File: config.mk
export PLATFORM = sky130hd
export DESIGN_NAME = pd_peak_collector
export DESIGN_NICKNAME = d
export VERILOG_FILES = /design/src/rtl/pd_peak_collector.sv
export SDC_FILE = /design/constraint.sdc
export NUM_CORES = 1
export LEC_CHECK = 0
export ABC_AREA = 1
export BUFFER_PORTS_ARGS = -buffer_cell sky130_fd_sc_hd__buf_2
export CORE_ASPECT_RATIO = 0.8
export CORE_MARGIN = 2
export CORE_UTILIZATION = 45
export CTS_CLUSTER_SIZE = 16
export DETAILED_ROUTE_END_ITERATION = 10
export PLACE_DENSITY = 0.63
export REMOVE_ABC_BUFFERS = 1
export SETUP_SLACK_MARGIN = 0.3
export SLEW_MARGIN = 20
export SYNTH_ARGS = -nofsm -noshare
export SYNTH_HDL_FRONTEND = slang
export SYNTH_SLANG_ARGS = --single-unit
File: constraint.sdc
create_clock -name clk -period 5.15 [get_ports clk]
set_clock_uncertainty 0.15 [all_clocks]
set_input_delay 0.2575 -clock clk [delete_from_list [all_inputs] [get_ports clk]]
set_output_delay 0.2575 -clock clk [all_outputs]
set_load 0.005 [all_outputs]
File: src/rtl/pd_peak_collector.sv
// pd_peak_collector: tags detected peaks with their column index and buffers the
// tagged records in a first-word fall-through FIFO drained over a valid/ready port.
// Also tracks the per-line accepted-peak count and a sticky overflow flag.
module pd_peak_collector #(
   parameter int unsigned DATA_W = 16,
   parameter int unsigned PIX_W  = 12,
   parameter int unsigned DEPTH  = 8,
   parameter int unsigned PD_LAT = 0
) (
   input  logic                      clk,
   input  logic                      reset_n,
   input  logic                      start_act,
   input  logic                      line_end,
   input  logic                      vald_din,
   input  logic [PIX_W-1:0]          active_columns_start,
   input  logic                      peak_valid,
   input  logic [DATA_W-1:0]         peak_info,
   input  logic                      rd_ready,
   output logic                      rd_valid,
   output logic [PIX_W+DATA_W-1:0]   rd_data,
   output logic [7:0]                peak_cnt,
   output logic                      overflow,
   output logic [$clog2(DEPTH):0]    fifo_level
);

   localparam int unsigned AW = $clog2(DEPTH);
   localparam int unsigned RW = PIX_W + DATA_W;

   typedef enum logic [0:0] {StIdle, StActive} state_e;

   state_e            state_q;
   logic [PIX_W-1:0]  col_cnt_q;
   logic [7:0]        peak_cnt_q;
   logic              overflow_q;

   logic [RW-1:0]     mem_q [DEPTH];
   logic [AW:0]       wr_ptr_q, wr_ptr_d;
   logic [AW:0]       rd_ptr_q, rd_ptr_d;
   logic              rd_valid_q, rd_valid_d;
   logic [RW-1:0]     rd_data_q, rd_data_d;

   logic              wr_req, wr_en, rd_pop, full;
   logic [PIX_W-1:0]  col_tag;
   logic [RW-1:0]     wr_data;

   // Write/read decode; the output register is fed from next-state pointers so it
   // always shows the head of the FIFO, forwarding a write that lands on the new head.
   always_comb begin
      wr_req    = peak_valid && (state_q == StActive);
      rd_pop    = rd_valid_q && rd_ready;
      full      = (wr_ptr_q[AW] != rd_ptr_q[AW]) && (wr_ptr_q[AW-1:0] == rd_ptr_q[AW-1:0]);
      wr_en     = wr_req && (!full || rd_pop);
      col_tag   = col_cnt_q - PIX_W'(PD_LAT);
      wr_data   = {col_tag, peak_info};
      wr_ptr_d  = wr_ptr_q + (AW + 1)'(wr_en);
      rd_ptr_d  = rd_ptr_q + (AW + 1)'(rd_pop);
      rd_valid_d = (wr_ptr_d != rd_ptr_d);
      if (wr_en && (wr_ptr_q[AW-1:0] == rd_ptr_d[AW-1:0])) begin
         rd_data_d = wr_data;
      end else begin
         rd_data_d = mem_q[rd_ptr_d[AW-1:0]];
      end
   end

   // Line FSM with column counter, per-line peak count and sticky overflow.
   always_ff @(posedge clk or negedge reset_n) begin
      if (!reset_n) begin
         state_q    <= StIdle;
         col_cnt_q  <= '0;
         peak_cnt_q <= '0;
         overflow_q <= 1'b0;
      end else begin
         if (start_act) begin
            // Restart wins over line_end and over any same-cycle count/drop.
            state_q    <= StActive;
            col_cnt_q  <= active_columns_start;
            peak_cnt_q <= '0;
            overflow_q <= 1'b0;
         end else begin
            if (state_q == StActive && line_end) begin
               state_q <= StIdle;
            end
            if (state_q == StActive && vald_din) begin
               col_cnt_q <= col_cnt_q + 1'b1;
            end
            if (wr_en && peak_cnt_q != 8'hFF) begin
               peak_cnt_q <= peak_cnt_q + 8'd1;
            end
            if (wr_req && !wr_en) begin
               overflow_q <= 1'b1;
            end
         end
      end
   end

   // FIFO storage, pointers and registered read port.
   always_ff @(posedge clk or negedge reset_n) begin
      if (!reset_n) begin
         for (int i = 0; i < int'(DEPTH); i++) begin
            mem_q[i] <= '0;
         end
         wr_ptr_q   <= '0;
         rd_ptr_q   <= '0;
         rd_valid_q <= 1'b0;
         rd_data_q  <= '0;
      end else begin
         if (wr_en) begin
            mem_q[wr_ptr_q[AW-1:0]] <= wr_data;
         end
         wr_ptr_q   <= wr_ptr_d;
         rd_ptr_q   <= rd_ptr_d;
         rd_valid_q <= rd_valid_d;
         rd_data_q  <= rd_data_d;
      end
   end

   assign rd_valid   = rd_valid_q;
   assign rd_data    = rd_data_q;
   assign peak_cnt   = peak_cnt_q;
   assign overflow   = overflow_q;
   assign fifo_level = wr_ptr_q - rd_ptr_q;

endmodule

Word level (Yosys, flattened, before mapping) --
Index checks and enable logic that the tools add are counted.
Storage, ports and cells: flip-flop bits (word level) 283, bits of input ports 35, word-level logic and storage cells 63
Cells by class: $add $sub $neg 5, order comparisons 3, equal/unequal tests 5, muxes and demuxes 15, bitwise gates (word level) 2, reduce and logical (&&, ||, !) cells 17
Operators by type and width (number):
- $bwmux 224 | 1
- $mux 28 | 4
- $bmux 28 s3 | 1
- $demux 28 s3 | 1
- $mux 12 | 2
- $mux 8 | 2
- $add 12x1->12 const B | 1
- $logic_and 1x1->1 | 10
- $add 4x1->4 | 2
- $add 8x1->8 const B | 1
- $ge 4x4->1 const B | 2
- $ne 8x8->1 const B | 1
- $not 3->4 | 2
- $reduce_bool 2->1 | 4
- $eq 3x3->1 | 2
- $lt 4x1->1 const B | 1
- $mux 1 | 4
- $ne 4x4->1 | 1
- $sub 4x4->4 | 1
- $logic_not 1->1 | 2
- $logic_or 1x1->1 | 1
- $ne 1x1->1 | 1

Logic depth before layout (Yosys ltp) --
Gate-level depths: netlist of the first run.
depth after elaboration 9, depth in mapped cells 15

Worst setup path after synthesis of the first run --
Ideal clock, no wire load.
path kind reg-to-reg, from register wr_ptr_q[0], to register rd_valid_q, in the netlist rd_valid, arrival time 2383 ps, required time 4883 ps, setup slack 2500 ps, stages on the path, launching flop included 15, path buffers 3, period minus slack after synthesis 2650 ps, cell sequence dfrtp_1 -> inv_2 -> ha_1 -> nand3_1 -> nor2_2 -> a21oi_2 -> buf_6 -> buf_12 -> buf_4 -> ha_1 -> ha_1 -> xnor2_1 -> nand2_1 -> nor2_1 -> nand2_1
On the way: longest elaborated chain between the ends 7
RTL lines:
- from (decl) | RTL line 37 | logic [AW:0] wr_ptr_q, wr_ptr_d;
- from (signal assigned) | RTL line 110 | wr_ptr_q <= wr_ptr_d;
- $eq 3x3->1 | RTL line 51 | full = (wr_ptr_q[AW] != rd_ptr_q[AW]) && (wr_ptr_q[AW-1:0] == rd_ptr_q[AW-1:0]);
- $logic_and 1x1->1 | RTL line 51
- $logic_not 1->1 | RTL line 52 | wr_en = wr_req && (!full || rd_pop);
- $logic_or 1x1->1 | RTL line 52
- $logic_and 1x1->1 | RTL line 52
- $add 4x1->4 (*) | RTL line 55 | wr_ptr_d = wr_ptr_q + (AW + 1)'(wr_en);
- net wr_ptr_d[1] | RTL line 37
- $ne 4x4->1 (*) | RTL line 57 | rd_valid_d = (wr_ptr_d != rd_ptr_d);
- net rd_valid_d | RTL line 39 | logic rd_valid_q, rd_valid_d;
- to (signal assigned) | RTL line 112 | rd_valid_q <= rd_valid_d;
- to (decl) | RTL line 39
Mark *: on every way through the listed nets, which the timed path passes. The rest lies on a longest branch. A chain may end at the register's enable or synchronous reset.

Final worst setup path of the first run --
from register wr_ptr_q[0], to register mem_q[101] in the netlist's numbering
On the way: longest elaborated chain between the ends 6
RTL lines:
- $not 3->4 (not written as such) | RTL line 108 | mem_q[wr_ptr_q[AW-1:0]] <= wr_data;
- $ge 4x4->1 (not written as such) / $lt 4x1->1 (equally long branches) | RTL line 108
- $logic_and 1x1->1 (not written as such) | RTL line 108
- $mux 28 (not written as such) | RTL line 108
- $demux 28 s3 | RTL line 108
- $bwmux 224 | RTL line 108
- to (signal, indexed assignment) | RTL line 108
- to (decl) | RTL line 36 | logic [RW-1:0] mem_q [DEPTH];
Several ways; a longest one is shown, not always the timed one.

==> results of run 1 <==
## final cells by class
class,count,area share
repair buffers,136,0.0569
well taps,434,0.0323
clock buffers,44,0.0527
multi-input cells,1447,0.374
flip-flops and latches,283,0.422
inverters,262,0.0586
clock inverters,7,0.00358
## sequential cells by signal, indices dropped and copies added (netlist names), 4 cells and up
signal     flops
rd_data       28
wr_ptr_q       4
col_cnt_q     12
rd_ptr_q       4
peak_cnt       8
mem_q        224
## worst min path at each step
stage / startpoint / cells after the start / endpoint / slack, ps
detailed placement: reset_n / 1 / mem_q[172] / 260
floorplan: reset_n / 0 / col_cnt_q[0] / -190
global placement: reset_n / 1 / mem_q[172] / 270
global route: start_act / 4 / peak_cnt[7] / 60
finish: vald_din / 5 / col_cnt_q[4] / 20
CTS: vald_din / 5 / col_cnt_q[4] / 8
## per-stage QoR
step / util / TNS [ps] / cells / setup WS [ps]
floorplan: - / -859250 / 1992 / -3610
global placement: 0.463 / 0 / 2526 / 2010
detailed placement: 0.463 / 0 / 2526 / 1880
CTS: 0.502 / 0 / 2613 / 1840
global route: 0.502 / 0 / 2613 / 1650
finish: 0.502 / 0 / 2613 / 1850
## kinds of logic (layout without fill, tap and decap cells)
logic type	count (synthesis)	in the layout	synth area share
AND/OR/NAND/NOR	1403	1403	0.384
buffers and inverters	410	449	0.127
flip-flops	283	283	0.464
AO/OA/AOI/OAI	18	18	0.00738
XOR/XNOR	16	16	0.00918
adder cells (fa/ha/maj)	10	10	0.00869
## power by group through the flow
stage          clock, W  sequential (W)  combinational [W]
3_3_place_gp          0         0.00380            0.00512
5_1_grt         0.00225         0.00391            0.00607
2_1_floorplan         0         0.00368            0.00368
6_report        0.00212         0.00379            0.00526
4_1_cts         0.00216         0.00379            0.00528
3_5_place_dp          0         0.00382            0.00523
## cells in the final DEF, fill, tap and decap left out, types with 3 or more instances in the layout
cell                              n
sky130_fd_sc_hd__inv_1          257
sky130_fd_sc_hd__o211ai_1         3
sky130_fd_sc_hd__clkinv_2         7
sky130_fd_sc_hd__clkbuf_16       31
sky130_fd_sc_hd__xor2_1           8
sky130_fd_sc_hd__dfrtp_1        283
sky130_fd_sc_hd__clkbuf_1         7
sky130_fd_sc_hd__nand2_1        957
sky130_fd_sc_hd__nor2_1          23
sky130_fd_sc_hd__dlygate4sd3_1   36
sky130_fd_sc_hd__nor2_2           8
sky130_fd_sc_hd__inv_2            4
sky130_fd_sc_hd__nand3_1        393
sky130_fd_sc_hd__xnor2_1          8
sky130_fd_sc_hd__buf_4           22
sky130_fd_sc_hd__nand2_2         14
sky130_fd_sc_hd__buf_2           75
sky130_fd_sc_hd__o21ai_0          7
sky130_fd_sc_hd__clkbuf_8         6
sky130_fd_sc_hd__ha_1             7
## worst reg2reg max path: cells and delay by family, from the launching register on
| family | cells | cell delay (ps) |
|---|---|---|
| compound gates | 1 | 720 |
| flops | 1 | 560 |
| fa+ha+maj | 1 | 330 |
| simple gates | 5 | 1280 |
| buf+inv | 1 | 150 |
## layer usage
| metal | part of all wire | vias to the layer above | routed length, um |
|---|---|---|---|
| met4 | 0.018 | 0 | 739 |
| met3 | 0.057 | 52 | 2370 |
| li1 | - | 6535 | - |
| met2 | 0.47 | 353 | 19500 |
| met5 | 0 | - | 0 |
| met1 | 0.46 | 6277 | 19300 |
## what timing repair did
| action | in CTS | in global routing |
|---|---|---|
| hold buffers | 36 | 0 |
| endpoints found under the hold margin | 271 | 0 |
| endpoints found under the setup margin | 0 | 0 |
==> results.txt, run 1 <==
- Area added between synthesis and finish: 10.1%
* Cell taking the most area after synthesis: sky130_fd_sc_hd__dfrtp_1
* Antenna violations before repair: 0
- Cell at the root of the clock tree: sky130_fd_sc_hd__clkbuf_16
- Among all stages on the critical path, the largest delay is contributed by sky130_fd_sc_hd__nand2_2.
* Die X-Extent: 210 um
- Commonest cells in the netlist: 957 x sky130_fd_sc_hd__nand2_1, 393 x sky130_fd_sc_hd__nand3_1, 283 x sky130_fd_sc_hd__dfrtp_1
- NetSw: approximately 0.0050 W
* CTS max path bufs: 3
* Y dimension of the die: about 170 um
- Most numerous cell on the critical path: sky130_fd_sc_hd__nand2_1
- Routed wire per std cell: around 16 um
- Aggregate global-route resource usage: 0.241
* Layout cell share with drive strength beyond 1: 0.0821
- Setup violations remaining at the end of the flow were counted as 0.
* Met2 global-route usage: 0.408
- Of all nets on the critical path, the largest fanout is 28.
* Area occupied by multi-input gates: around 6300 sq um
* Number of post-CTS setup repair buffers: 0
* Total iterations of the first detailed-routing run: 5
- After clock tree synthesis, the clock-pin slew on the worst setup and hold paths is 60 ps.
- Initial core utilization: 0.456
- STA classifies the critical path startpoint as a flip-flop.
- Max-cap violations in this run came to 0.
- Logic depth of the worst setup path including buffers: 8
- Setup slack on the worst reg-to-reg path comes out at approximately 1800 ps.
- Average cell area after synthesis: 7.13 sq um
- Met3 GRT Util: 0.0278
* Number of flops mapped to enable cells by yosys: 0
- Routed via count: 13200
* GRT Residual Overflow: 0
- Termination of the worst setup path: mem_q[101]
* Buffers and inverters on the worst path: 1
* Highest cell delay on the worst timing path: 780 ps
* Count of inserted antenna diode cells: 0
- The worst setup path is captured at a flip-flop.
* Outcome: complete, no violations
- Entering global routing, the biggest net connects approximately 120 pins.
- Area after detailed placement: roughly 15000 sq um
- VDD IR-drop max: roughly 380 uV
* Sink Count: roughly 280
- Sw frac: 0.448
* Global-route track usage on met1: 0.338
- TritonCTS clock tree: done
* Total of fill cells in the finished design: 3306
- Summing all flip-flop and latch instances after layout gives slightly above 7000 sq um.
- DRT antenna net count: 0
- Internal cell power: between 0.006 and 0.007 W
- The first global-routing pass estimated approximately 70 mm of wire.
* GR peak layer: met2
- Area of the mapped netlist: approximately 15000 sq um
* Top-area cell type share of the netlist area: 0.464
- Number of different library cells in the post-synthesis netlist: 31
- Final critical delay including setup and external delays: approximately 3300 ps
- Derived from the worst setup path, the maximum achievable clock frequency is 303 MHz.
- The final layout contains routed wiring with a total length of ~42 mm.
* Reg2Reg Depth: 8
- Data on the critical path is required at its endpoint by 5450 ps.
- Of the total power, combinational logic draws 0.471.
* NumNets Final: around 2200
- After floorplanning, the core was sized to cover ~33000 sq um.
- Capture instance of the worst register-to-register path: mem_q[101]
- Number of global-route vias before repair: about 13000
- Tracing the worst setup path back leads to its startpoint at wr_ptr_q[0].
* Worst slew margin relative to its limit: 0.385
- In the synthesized netlist the dominant register cell turns out to be sky130_fd_sc_hd__dfrtp_1.
- Pin placement for this block handled between 70 and 80 I/O pins.
- In this design, the largest share of critical-path delay is due to simple AND/OR/NAND/NOR gates.
* Post_cts resized: 0
- After layout, the design draws a total of about 0.011 W.
* Final worst-path cycle share: 0.641
- Port buffering added 76 buffers.
- The critical path goes through inv_2 > ha_1 > nand3_1 > nor2_2 > a21oi_4 > nand2_2 > nand2_1 > nand2_1.
- Top-count cell post-synth: sky130_fd_sc_hd__nand2_1
- The worst register-to-register path begins at wr_ptr_q[0].
* Die footprint: between 30000 and 40000 sq um
- Vias per Instance: approximately 5
- Yosys warnings: 0
* Leading post-synthesis cells by cell area: sky130_fd_sc_hd__dfrtp_1 46%, sky130_fd_sc_hd__nand2_1 24%, sky130_fd_sc_hd__nand3_1 13%, sky130_fd_sc_hd__inv_1 6.4%, sky130_fd_sc_hd__buf_2 2.3%
- At the end of routability-driven placement, the weighted congestion stood at between 0.8 and 0.9.
* Power density relative to cell area: about 670 nW/um^2
- Skew-Pair Late Insertion Delay: 570 ps
- The finished cells cover 16800 sq um.
- The tightest min-delay check is of the in2reg type.
- Slew @ Worst Pin: between 900 and 1000 ps
- Summed over all cells, the static leakage comes to 9.49 nW.
- The share of total power dissipated in sequential elements is 0.339.
* Row count: 60
* Critical path class: reg2reg
- DRC violation count after routing: 0
- Setup repair after global routing left no endpoint under its margin.
* Seq/Total Area, Yosys: 0.464
* Number of hold-slack violations in the final timing report: 0
- Of the total power, the clock network draws 0.190.
- Mapped Cells: between 2000 and 2500
* Fraction of synthesis flops using an asynchronous set or reset pin: 1.00
- H-tree levels: 1
* HPWL after detailed placement: 22.3 mm
- After the first detailed-routing iteration, the DRC count stood at 1225.
- At the worst endpoint, the arrival time is between 3000 and 4000 ps.
* Number of pins with negative max-slew slack in the final report: 0
* Final hold slack: just under 20 ps
- Clock buffer count from CTS: 30
* Number of storage elements in the synthesis netlist: between 200 and 300
Note: power is estimated with default switching activity, not from simulation.
==> run 2: changes to the inputs <==
--- a/config.mk
+++ b/config.mk
@@ -5,7 +5,7 @@
 export SDC_FILE = /design/constraint.sdc
 export NUM_CORES = 1
 export LEC_CHECK = 0
-export ABC_AREA = 1
+export ABC_AREA = 0
 export BUFFER_PORTS_ARGS = -buffer_cell sky130_fd_sc_hd__buf_2
 export CORE_ASPECT_RATIO = 0.8
 export CORE_MARGIN = 2
==> constraint.sdc (replaced) <==
create_clock -name clk -period 3.3 [get_ports clk]
set_clock_uncertainty 0.15 [all_clocks]
set_input_delay 0.165 -clock clk [delete_from_list [all_inputs] [get_ports clk]]
set_output_delay 0.165 -clock clk [all_outputs]
set_load 0.005 [all_outputs]
==> run 2 against run 1 <==
Power grew 41%. Sequential power up 55%. Sequential cell count unchanged. Global-route usage fell by 5.4 points. Die area shrank 15%. Worst hold slack improved by 27 ps. Largest cell class unchanged.
==> results.txt, run 2 <==
- The flow ran to the end, and the final reports show no timing, DRC or antenna violations.
- After clock tree synthesis, the clock-pin slew on the worst setup and hold paths is roughly 60 ps.
- Layout cell share with drive strength beyond 1: 0.512
- Commonest cells in the netlist: 283 x sky130_fd_sc_hd__dfrtp_1, 266 x sky130_fd_sc_hd__mux2_2, 56 x sky130_fd_sc_hd__mux4_2
* Final critical delay including setup and external delays: 2890 ps
- Clock tree synthesis selected as its root buffer the cell sky130_fd_sc_hd__clkbuf_16.
- In this run, the number of DRC markers left after iteration 0 of detailed routing was around 400.
* Routed via count: between 7000 and 8000
- Vias per Instance: 5.49
- The number of different library cells used by synthesis comes to 40.
- TritonCTS clock tree: done
- Average cell area after synthesis: about 16 sq um
* RSZ-0062 raised after global routing: no
- Fraction of synthesis flops using an asynchronous set or reset pin: 1.00
- Seq/Total Area, Yosys: 0.546
- Top fanout value on the critical path: 3
- DRC violation count after routing: 0
- The worst setup path is captured at a flip-flop.
* HPWL after detailed placement: approximately 15 mm
* Core Region: 28400 sq um
- The repair_antennas step left the layout with diodes totalling 0.
- Y dimension of the die: 156 um
- Area added between synthesis and finish: 18.3%
- The library cell used most frequently in the layout, excluding fill and tap cells, is sky130_fd_sc_hd__dfrtp_1.
- In this run the cell area of the synthesized design comes to approximately 13000 sq um.
- Sorting the synthesized cells by area gives the leading types as sky130_fd_sc_hd__dfrtp_1 55%, sky130_fd_sc_hd__mux2_2 23%, sky130_fd_sc_hd__mux4_2 9.7%, sky130_fd_sc_hd__buf_6 1.6%, sky130_fd_sc_hd__xor2_1 1.1%.
* Worst slew margin relative to its limit: 0.392
* Number of post-CTS setup repair buffers: 0
* Type of the tightest min-delay check: in2async
- At the pin with the least slew margin, the transition time is roughly 900 ps.
- Dominant synthesized flop cell: sky130_fd_sc_hd__dfrtp_1
* Critical path class: reg2reg
- The total count of hold-check failures in the final report was 0.
- Top-area cell type share of the netlist area: 0.546
- In this run the remaining antenna-violating nets after routing total 0.
* Number of flops mapped to enable cells by yosys: 0
- Synthesis handed over a netlist of around 820 instances.
- Yosys warnings: 0
- In the finished design, the share of the clock period the worst path needs comes to 0.876.
- For the worst-skew pair, the clock arrives at the later sink with an insertion delay of about 550 ps.
- Top-count cell post-synth: sky130_fd_sc_hd__dfrtp_1
- For this run, the post-layout net count is around 1000.
- Antenna violations before repair: 0
- GRT Residual Overflow: 0
* Sink Count: roughly 280
- STA classifies the critical path startpoint as a flip-flop.
- Maximum number of pins on one net before global-route repair: between 80 and 90
- Counting the buffers created by CTS gives 28.
- Summed over all instances, the cell type with the most area after synthesis is sky130_fd_sc_hd__dfrtp_1.
* Global-route wire length before repair: roughly 44 mm
- Final estimated routing congestion in global placement: slightly below 0.8
* Required time worst endpoint: approximately 3600 ps
- Commonest non-fill, non-tap cells in the layout: 281 x sky130_fd_sc_hd__dfrtp_1, 266 x sky130_fd_sc_hd__mux2_2, 75 x sky130_fd_sc_hd__buf_2
- The final layout contains routed wiring with a total length of 27.2 mm.
- Setup slack at placement: slightly above 300 ps
- Arrival time of data at the critical path endpoint: between 3000 and 4000 ps
- In this run the number of H-tree levels came out at 1.
- Across all setup checks in the final design, the least slack found is around 400 ps.
* Die X-Extent: between 150 and 200 um
* Register with the most flip-flops: mem_q
* Total iterations of the first detailed-routing run: 4
* Maximum clock frequency: between 300 and 400 MHz
- Number of global-route vias before repair: about 7700
- IR analysis of the VDD net gives a maximum drop of 560 uV.
- The clock passes through at most 3 buffers.
- Power density relative to cell area: between 1000 and 1500 nW/um^2
- IO Pins: 77
- Die footprint: slightly above 30000 sq um
* Count of input and output buffers: 76
- Initial core utilization: 0.458
- Number of failing setup endpoints in the final timing report: 0
- After synthesis the netlist holds a flip-flop and latch count of between 200 and 300.
- The tool flagged a number of max-cap violations equal to 0.
- The analysis attributes to cell leakage a power of around 6.7 nW.
- Routed wire per std cell: 20.3 um
* Row count: 55
- The final-report max-slew violation count was 0.
* Final setup TNS: 0 ps
- In the global route stage, overall resource usage came out at 0.187.
- The register with the most flip-flops in the layout has roughly 220 of them.
## run 2: changes by cell type after synthesis, sizes merged, moves of 5 or more
cell / change
nand3: -384
nor4: +5
buf: -96
nor3: +8
inv: -247
nand2: -952
nor2: -31
mux4: +56
mux2: +279
nand4: +6
or4: +6
xor2: +8
o21ai: +7
## run 2: critical path: stages (launching register included)
cell and delay (ps):
sky130_fd_sc_hd__dfrtp_2 420, sky130_fd_sc_hd__inv_1 90, sky130_fd_sc_hd__ha_4 290, sky130_fd_sc_hd__nand3_2 110, sky130_fd_sc_hd__o311ai_4 300, sky130_fd_sc_hd__inv_2 110
sky130_fd_sc_hd__ha_1 220, sky130_fd_sc_hd__ha_1 220, sky130_fd_sc_hd__xor2_2 160, sky130_fd_sc_hd__xor2_1 140, sky130_fd_sc_hd__or4_1 540
## run 2: kinds of logic after synthesis
| family | after synthesis | synth area share |
|---|---|---|
| AO/OA/AOI/OAI | 31 | 0.0159 |
| XOR/XNOR | 25 | 0.0175 |
| adder cells (fa/ha/maj) | 10 | 0.0102 |
| buffers and inverters | 71 | 0.0326 |
| flip-flops | 283 | 0.546 |
| multiplexers | 339 | 0.345 |
| AND/OR/NAND/NOR | 65 | 0.0332 |
## run 2: what timing repair did
action | 4_1_cts | 5_1_grt
hold buffers | 54 | 0
setup endpoints to repair | 1 | 1
resized for setup | 1 | 5
hold endpoints to repair | 245 | 0
## run 2: layout make-up
type | count | area, sq um
multi-input combinational | 470 | 5540
sequential | 283 | 7080
inverter | 15 | 56.3
clock inverter | 6 | 80.1
fill | 2343 | 13000
timing repair buffer | 155 | 1260
clock buffer | 42 | 865
tap | 370 | 463
## run 2: power by group
part           switching, W  internal (W)
sequential         0.000782       0.00508
clock               0.00132       0.00195
combinational       0.00256       0.00401
## run 2: metal layers
layer	track usage	share of wire
met5	0	0
met4	0.0390	0.016
met3	0.0324	0.032
met2	0.300	0.47
met1	0.270	0.48
## run 2: path summary, 6_finish.rpt
check | from | endpoint | slack [ps] | cells past startpoint
setup / recovery | rd_ptr_q[2] | rd_valid | 410 | 10
hold / removal | reset_n | rd_data[27] | 50 | 2
setup reg to reg | rd_ptr_q[2] | rd_valid | 410 | 10
hold reg to reg | mem_q[23] | mem_q[23] | 340 | 1
max in group asynchronous | reset_n | mem_q[38] | 2090 | 3
min in group clk | vald_din | col_cnt_q[7] | 180 | 5
## run 2: through the flow
stage	total power, W	cell area [sq um]	hold slack [ps]	std cells	util
6_report	0.0157	15300	47.1	1341	0.541
2_1_floorplan	0.0106	12600	-281	768	-
3_3_place_gp	0.0123	13800	66.6	1239	0.487
5_1_grt	0.0167	15300	124	1341	0.541
3_5_place_dp	0.0125	13800	71.6	1239	0.487
4_1_cts	0.0159	15300	84.6	1341	0.540
